`src/rtl/noc_pkg.sv`:
```
// Shared NoC definitions: flit geometry, flit type and the output arbiter
// state encoding. Imported by the router blocks that handle flits.
package noc_pkg;

    localparam int FLIT_W   = 39;
    localparam int TAIL_BIT = 38;

    typedef logic [FLIT_W-1:0] flit_t;

    typedef enum logic {
        ARB_IDLE,
        ARB_LOCKED
    } arb_state_e;

endpackage

```
`src/rtl/noc_rr_packet_arbiter_rr_pick4.sv`:
```
// rr_pick4: combinational 4-way round-robin picker.
//   req[3:0]   request vector
//   ptr[1:0]   highest-priority index for this pick
//   gnt_valid  some request is set
//   gnt_id     first set request scanning ptr, ptr+1, ... modulo 4
// Shared with the input-VC allocator, so it carries no state of its own.
module rr_pick4 (
    input  logic [3:0] req,
    input  logic [1:0] ptr,
    output logic       gnt_valid,
    output logic [1:0] gnt_id
);

    // Walk from the lowest-priority offset up so the highest-priority hit
    // is the last assignment and wins.
    always_comb begin
        gnt_valid = 1'b0;
        gnt_id    = ptr;
        for (int k = 3; k >= 0; k--) begin
            if (req[ptr + 2'(k)]) begin
                gnt_valid = 1'b1;
                gnt_id    = ptr + 2'(k);
            end
        end
    end

endmodule

```
`src/rtl/noc_rr_packet_arbiter.sv`:
```
// noc_rr_packet_arbiter: 4-requester round-robin arbiter with packet locking
// and one registered output stage (valid/ready).
//   clk, rst_n   clock, async active-low reset
//   in_valid     per-requester flit valid
//   in_data      flattened flits, requester i at [i*WIDTH +: WIDTH]
//   in_ready     per-requester accept (combinational)
//   out_valid    registered flit valid
//   out_data     registered flit
//   out_ready    downstream accept
//   out_src      requester that supplied out_data
//   busy         a packet currently holds the grant
module noc_rr_packet_arbiter #(
    parameter int WIDTH    = noc_pkg::FLIT_W,
    parameter int N_IN     = 4,
    parameter int TAIL_BIT = noc_pkg::TAIL_BIT
) (
    input  logic                  clk,
    input  logic                  rst_n,
    input  logic [N_IN-1:0]       in_valid,
    input  logic [N_IN*WIDTH-1:0] in_data,
    output logic [N_IN-1:0]       in_ready,
    output logic                  out_valid,
    output logic [WIDTH-1:0]      out_data,
    input  logic                  out_ready,
    output logic [1:0]            out_src,
    output logic                  busy
);

    import noc_pkg::*;

    arb_state_e       state;
    logic [1:0]       rr_ptr;
    logic [1:0]       lock_id;
    logic             load_en;
    logic             pick_valid;
    logic [1:0]       pick_id;
    logic [1:0]       gnt_id;
    logic             gnt_ok;
    logic             xfer;
    logic [WIDTH-1:0] gnt_flit;

    // The output stage can take a new flit when empty or draining this cycle.
    assign load_en = !out_valid || out_ready;

    rr_pick4 u_pick (
        .req       (in_valid),
        .ptr       (rr_ptr),
        .gnt_valid (pick_valid),
        .gnt_id    (pick_id)
    );

    // While locked the owner keeps in_ready even with in_valid low, so a
    // stalled packet bubbles the output instead of yielding the port.
    assign gnt_id = (state == ARB_LOCKED) ? lock_id : pick_id;
    assign gnt_ok = (state == ARB_LOCKED) || pick_valid;

    always_comb begin
        in_ready         = '0;
        in_ready[gnt_id] = gnt_ok && load_en;
    end

    assign xfer     = in_valid[gnt_id] && in_ready[gnt_id];
    assign gnt_flit = in_data[int'(gnt_id)*WIDTH +: WIDTH];

    always_ff @(posedge clk or negedge rst_n) begin
        if (!rst_n) begin
            state     <= ARB_IDLE;
            rr_ptr    <= 2'd0;
            lock_id   <= 2'd0;
            busy      <= 1'b0;
            out_valid <= 1'b0;
            out_data  <= '0;
            out_src   <= 2'd0;
        end else begin
            if (xfer) begin
                out_valid <= 1'b1;
                out_data  <= gnt_flit;
                out_src   <= gnt_id;
            end else if (out_ready) begin
                out_valid <= 1'b0;
            end

            case (state)
                ARB_IDLE: begin
                    if (xfer) begin
                        // Pointer moves past the winner at packet start, so
                        // after this packet another requester goes first.
                        rr_ptr <= gnt_id + 2'd1;
                        if (!gnt_flit[TAIL_BIT]) begin
                            state   <= ARB_LOCKED;
                            lock_id <= gnt_id;
                            busy    <= 1'b1;
                        end
                    end
                end
                ARB_LOCKED: begin
                    if (xfer && gnt_flit[TAIL_BIT]) begin
                        state <= ARB_IDLE;
                        busy  <= 1'b0;
                    end
                end
                default: begin
                    state <= ARB_IDLE;
                    busy  <= 1'b0;
                end
            endcase
        end
    end

endmodule

```
`config.mk`:
```
export PLATFORM = sky130hd
export DESIGN_NAME = noc_rr_packet_arbiter
export DESIGN_NICKNAME = d
export VERILOG_FILES = /design/src/rtl/noc_pkg.sv /design/src/rtl/noc_rr_packet_arbiter_rr_pick4.sv /design/src/rtl/noc_rr_packet_arbiter.sv
export SDC_FILE = /design/constraint.sdc
export NUM_CORES = 1
export LEC_CHECK = 0
export BUFFER_PORTS_ARGS = -buffer_cell sky130_fd_sc_hd__buf_2
export CAP_MARGIN = 20
export CORE_MARGIN = 5
export CORE_UTILIZATION = 37
export CTS_BUF_LIST = sky130_fd_sc_hd__clkbuf_8
export CTS_CLUSTER_DIAMETER = 40
export DETAILED_ROUTE_END_ITERATION = 6
export MAX_ROUTING_LAYER = met4
export PLACE_DENSITY = 0.82
export REMOVE_ABC_BUFFERS = 1
export SYNTH_ARGS = -nofsm -noshare
export SYNTH_HDL_FRONTEND = slang
export SYNTH_SLANG_ARGS = --single-unit
```
`constraint.sdc`:
```
create_clock -name clk -period 5.7 [get_ports clk]
set_clock_uncertainty 0.1 [all_clocks]
set_input_delay 0.285 -clock clk [delete_from_list [all_inputs] [get_ports clk]]
set_output_delay 0.285 -clock clk [all_outputs]
set_load 0.01 [all_outputs]
```
Word-level counts from Yosys, hierarchy flattened
Index checks and enable logic that the tools add are counted.
- register bits after elaboration: 48
- output and inout bits: 47
- multiplexer cells: 33
- magnitude comparators: 6
- reduce and logical (&&, ||, !) cells: 11
- multiply operators: 1
- add/sub/neg operators: 4
- bitwise logic cells: 3
- shift operators: 1
- eq/ne operators: 3
- operator list (cell ; number):
    $shiftx 156x9->39 ; 1
    $mux 1 ; 19
    $lt 2x3->1 const B ; 5
    $bmux 1 s2 ; 6
    $mux 2 ; 5
    $mul 2x6->8 const B ; 1
    $reduce_and 3->1 ; 2
    $add 2x1->2 const B ; 2
    $add 2x2->2 const B ; 2
    $and 4x4->4 ; 1
    $logic_and 1x1->1 ; 4
    $ne 2x2->1 const B ; 2
    $pmux 1 s2 ; 2
    $demux 1 s2 ; 1
    $ge 2x1->1 const B ; 1
    $logic_or 1x1->1 ; 2
    $ne 2x1->1 const B ; 1
    $not 1->1 ; 2
    $reduce_and 2->1 ; 1
    $reduce_bool 2->1 ; 1
    $logic_not 1->1 ; 1

Logic depth before layout (Yosys ltp)
- word-level depth: 19
- mapped depth: 10
- gate-level depth less buffers: 6

Modules after synthesis
From an unflattened synthesis, not the netlist that was laid out.
- cells, all modules: 412
- area, all modules: 3275.6 um2
- modules (own cells, without submodules) (module ; cells each ; instances ; area an instance (um2) ; seq. area each (um2)):
    noc_rr_packet_arbiter ; 396 ; 1 ; 3175.5 ; 1201.2
    rr_pick4 ; 16 ; 1 ; 100.1 ; 0.0

Worst setup path before layout
Ideal clock, no wire load.
- path type: register to register
- start point: register rr_ptr[1]
- end point: register out_data[10]
- stages on the path, launching flop included: 9
- buffers on the path: 2
- slack: 3.214 ns
- data arrival time: 2.258 ns
- cell sequence: dfrtp_1 > buf_2 > nor2b_1 > o21a_1 > o41ai_4 > mux2i_1 > o22ai_4 > buf_6 > mux2_1
- cells in the longest elaborated chain, start to end: 16
- ends and longest elaborated chain (what ; RTL line ; text):
    start: declaration ; noc_rr_packet_arbiter.sv:32 ; logic [1:0] rr_ptr;
    start signal: assignment ; noc_rr_packet_arbiter.sv:88 ; rr_ptr <= gnt_id + 2'd1;
    parallel branches: the longest is 16 deep, another holds $mul 2x6->8 ; n/a ;
    end signal: assignment ; noc_rr_packet_arbiter.sv:77 ; out_data <= gnt_flit;
    end: declaration ; noc_rr_packet_arbiter.sv:23 ; output logic [WIDTH-1:0] out_data,
Parallel ways; which one is timed is not known. The select of a mux whose other input is x is not followed.
A chain may end at the register's enable or synchronous reset.

Final worst setup path
- start point: register rr_ptr[1]
- end point: register out_data[32]
Same word-level chain as after synthesis.

==> impl_metrics.env <==
export IMPL_vias=3134
export IMPL_ir_worst_vdd_v=0.000205
export IMPL_cts_sinks=48
export IMPL_area_growth_pct=36.0
export IMPL_start_kind="flop"
export IMPL_max_stage_delay_ps=600
export IMPL_cp_slowest_cell="o22ai_4"
export IMPL_post_cts_buffers=0
export IMPL_hold_path_endpoint="out_valid$_DFFE_PN0P_"
export IMPL_rr_endpoint="out_data[32]$_DFFE_PN0P_"
export IMPL_clkTransAtPathRegs_ps=90
export IMPL_dieWidth_um=106
export IMPL_die_area_um2=11300
export IMPL_ios=210
export IMPL_netlist_instances=297
export IMPL_cts_tree="yes"
export IMPL_worstPathRequired_ps=5780
export IMPL_drt_vias_per_instance=5.14
export IMPL_final_cell_mix="buf_2 (209), mux2i_1 (116), dfrtp_1 (48)"
export IMPL_cts_root_buf="clkbuf_8"
export IMPL_hold_path_class="in2reg"
export IMPL_final_cells=610
export IMPL_drtIter0Drc=29
export IMPL_grt_max_degree=49
export IMPL_synth_edff_count=0
export IMPL_cp_end_kind="flop"
export IMPL_status="finished, final reports clean"
export IMPL_place_hpwl_um=7990
export IMPL_gp_congestion=0.845
export IMPL_rr_worst_depth=7
export IMPL_reg2reg_slack_ps=2390
export IMPL_core_area_um2=9110
export IMPL_worst_ep_arrival_time_ps=3390
export IMPL_drive_gt1_share_pct=47.7
export IMPL_synthDistinctLibCells=40
export IMPL_final_common_cell="buf_2"
export IMPL_antenna_found_initial=0
export IMPL_synth_flop_cell="dfrtp_1"
export IMPL_crit_fanout=23
export IMPL_routedWlPerCell_um=16.0
export IMPL_routed_wl_um=9760
export IMPL_cts_buffers=5
export IMPL_drc=0
export IMPL_final_max_slew_viol_count=0
export IMPL_grt_pass1_vias=3430
export IMPL_relSlewSlack_pct=42.1
export IMPL_hold_start="out_ready"
export IMPL_max_freq_ghz=0.302
export IMPL_fin_crit_ps=3310
export IMPL_async_reset_ff_share_pct=100
export IMPL_grt_setup_unrepaired="no"
export IMPL_io_buffers=209
export IMPL_cts_buffer_depth=2
export IMPL_post_route_period_util_pct=58.0
export IMPL_grt_usage_pct=17.3
export IMPL_post_cts_resized=0
export IMPL_clkLatencyLatePin_ps=300
export IMPL_hold_viol=0
export IMPL_cap_viol_max_count=0
export IMPL_synth_cell_area_um2=3420
export IMPL_crit_type="reg2reg"
export IMPL_drt_first_pass_iters=4
export IMPL_ys_ff_latch=48
export IMPL_regArea_um2=1200
export IMPL_dieHeight_um=106
export IMPL_min_path_cells=3
export IMPL_crit_family="compound AO/OA/AOI/OAI gates"
export IMPL_ys_seq_area_share_pct=35.1
export IMPL_ant_nets=0
export IMPL_path_cells="nor2b_1 > o21a_1 > o41ai_4 > mux2i_1 > o22ai_4 > buf_4 > mux2_2"
export IMPL_setup_viol=0
export IMPL_p_leak_nw=2.50
export IMPL_post_route_util_pct=51.1
export IMPL_initial_core_util_pct=37.6
export IMPL_yosys_warnings=0
export IMPL_diodes=0
export IMPL_nNetsFinal=661
export IMPL_multi_input_area_um2=2100
export IMPL_grt_first_pass_wirelength_um=15600
export IMPL_htreeDepth=2
export IMPL_fillers=870
export IMPL_cellPowerDensity_nw_per_um2=573
export IMPL_critical_path_buf_inv_count=1
export IMPL_worst_slew_pin_slew_ps=866
export IMPL_num_rows=35
export IMPL_reg2reg_from="rr_ptr[1]$_DFFE_PN0P_"
export IMPL_grt_ovfl_total=0
export IMPL_place_inst=600
export IMPL_syn_avg_cell_area_um2=11.5
report_power, final:
group	internal (W)	switching, W
sequential	0.000528	0.000107
combinational	0.000895	0.000925
clock	0.0000970	0.000113
cell families after synthesis:
logic type / after synthesis / share of synthesized area, %
mux: 159 / 48.1
simple gates: 33 / 4.53
xor+xnor: 1 / 0.256
compound gates: 31 / 7.86
buf+inv: 25 / 4.20
flops: 48 / 35.1
final cells by class:
cell class	count	share of cell area (%)
tap	111	2.98
clock inverter	2	0.215
sequential	48	25.8
inverter	4	0.323
clock buffer	6	1.77
multi-input combinational	224	45.1
timing repair buffer	215	23.8
flip-flops by register name (all words and copies together) (netlist names), named ones only:
name       flops
out_data      39
lock_id        2
out_src        2
rr_ptr         2
busy           1
out_valid      1
metrics by stage:
stage / setup slack [ps] / hold WS [ps] / cell area [um2] / power, W / TNS, ps
floorplan: -2740 / -111 / 3290 / 0.00219 / -121800
detailed placement: 2390 / 370 / 4530 / 0.00249 / 0
finish: 2390 / 198 / 4650 / 0.00267 / 0
CTS: 2380 / 125 / 4620 / 0.00270 / 0
global route: 2210 / 226 / 4650 / 0.00287 / 0
global placement: 2500 / 361 / 4530 / 0.00241 / 0
layer usage:
layer	share of wire, %	track usage, %
met1	38	18.5
met2	54	31.7
met3	6.1	3.52
met4	2.5	6.01
met5	0	-
worst register-to-register path: stages, from the launching register on:
cell     delay, ps
dfrtp_1        510
nor2b_1        100
o21a_1         240
o41ai_4        540
mux2i_1        280
o22ai_4        600
buf_4          440
mux2_2         380
Yosys cell counts, types with 2 or more instances:
master | n | share of area, %
dfrtp_1 | 48 | 35
nor2_1 | 11 | 1.2
o21a_1 | 3 | 0.66
mux2_2 | 8 | 2.6
buf_2 | 16 | 2.3
a211oi_1 | 4 | 0.88
buf_6 | 4 | 1.3
o21ai_0 | 4 | 0.58
mux2i_1 | 116 | 34
nand2_1 | 8 | 0.88
or2_2 | 2 | 0.37
nor3_1 | 3 | 0.44
a21oi_1 | 2 | 0.29
o31a_1 | 2 | 0.51
mux2_1 | 35 | 12
nor2b_1 | 5 | 0.91
inv_1 | 3 | 0.33
worst max path at each step:
stage | startpoint | end | slack [ps] | cells past startpoint
after CTS | rr_ptr[1]$_DFFE_PN0P_ | out_data[0]$_DFFE_PN0P_ | 2380 | 7
final | rr_ptr[1]$_DFFE_PN0P_ | out_data[32]$_DFFE_PN0P_ | 2390 | 7
after floorplan | rr_ptr[1]$_DFFE_PN0P_ | out_data[0]$_DFFE_PN0P_ | -2740 | 6
after global placement | in_valid[0] | out_data[32]$_DFFE_PN0P_ | 2500 | 8
after detailed placement | rr_ptr[1]$_DFFE_PN0P_ | out_data[0]$_DFFE_PN0P_ | 2390 | 7
after global routing | rr_ptr[1]$_DFFE_PN0P_ | out_data[34]$_DFFE_PN0P_ | 2210 | 7
what timing repair did:
item                                   CTS  global route
setup endpoints to repair                0             0
hold buffers                             0             1
endpoints found under the hold margin    0            23
No activity file was read; power rests on OpenSTA's default activity.
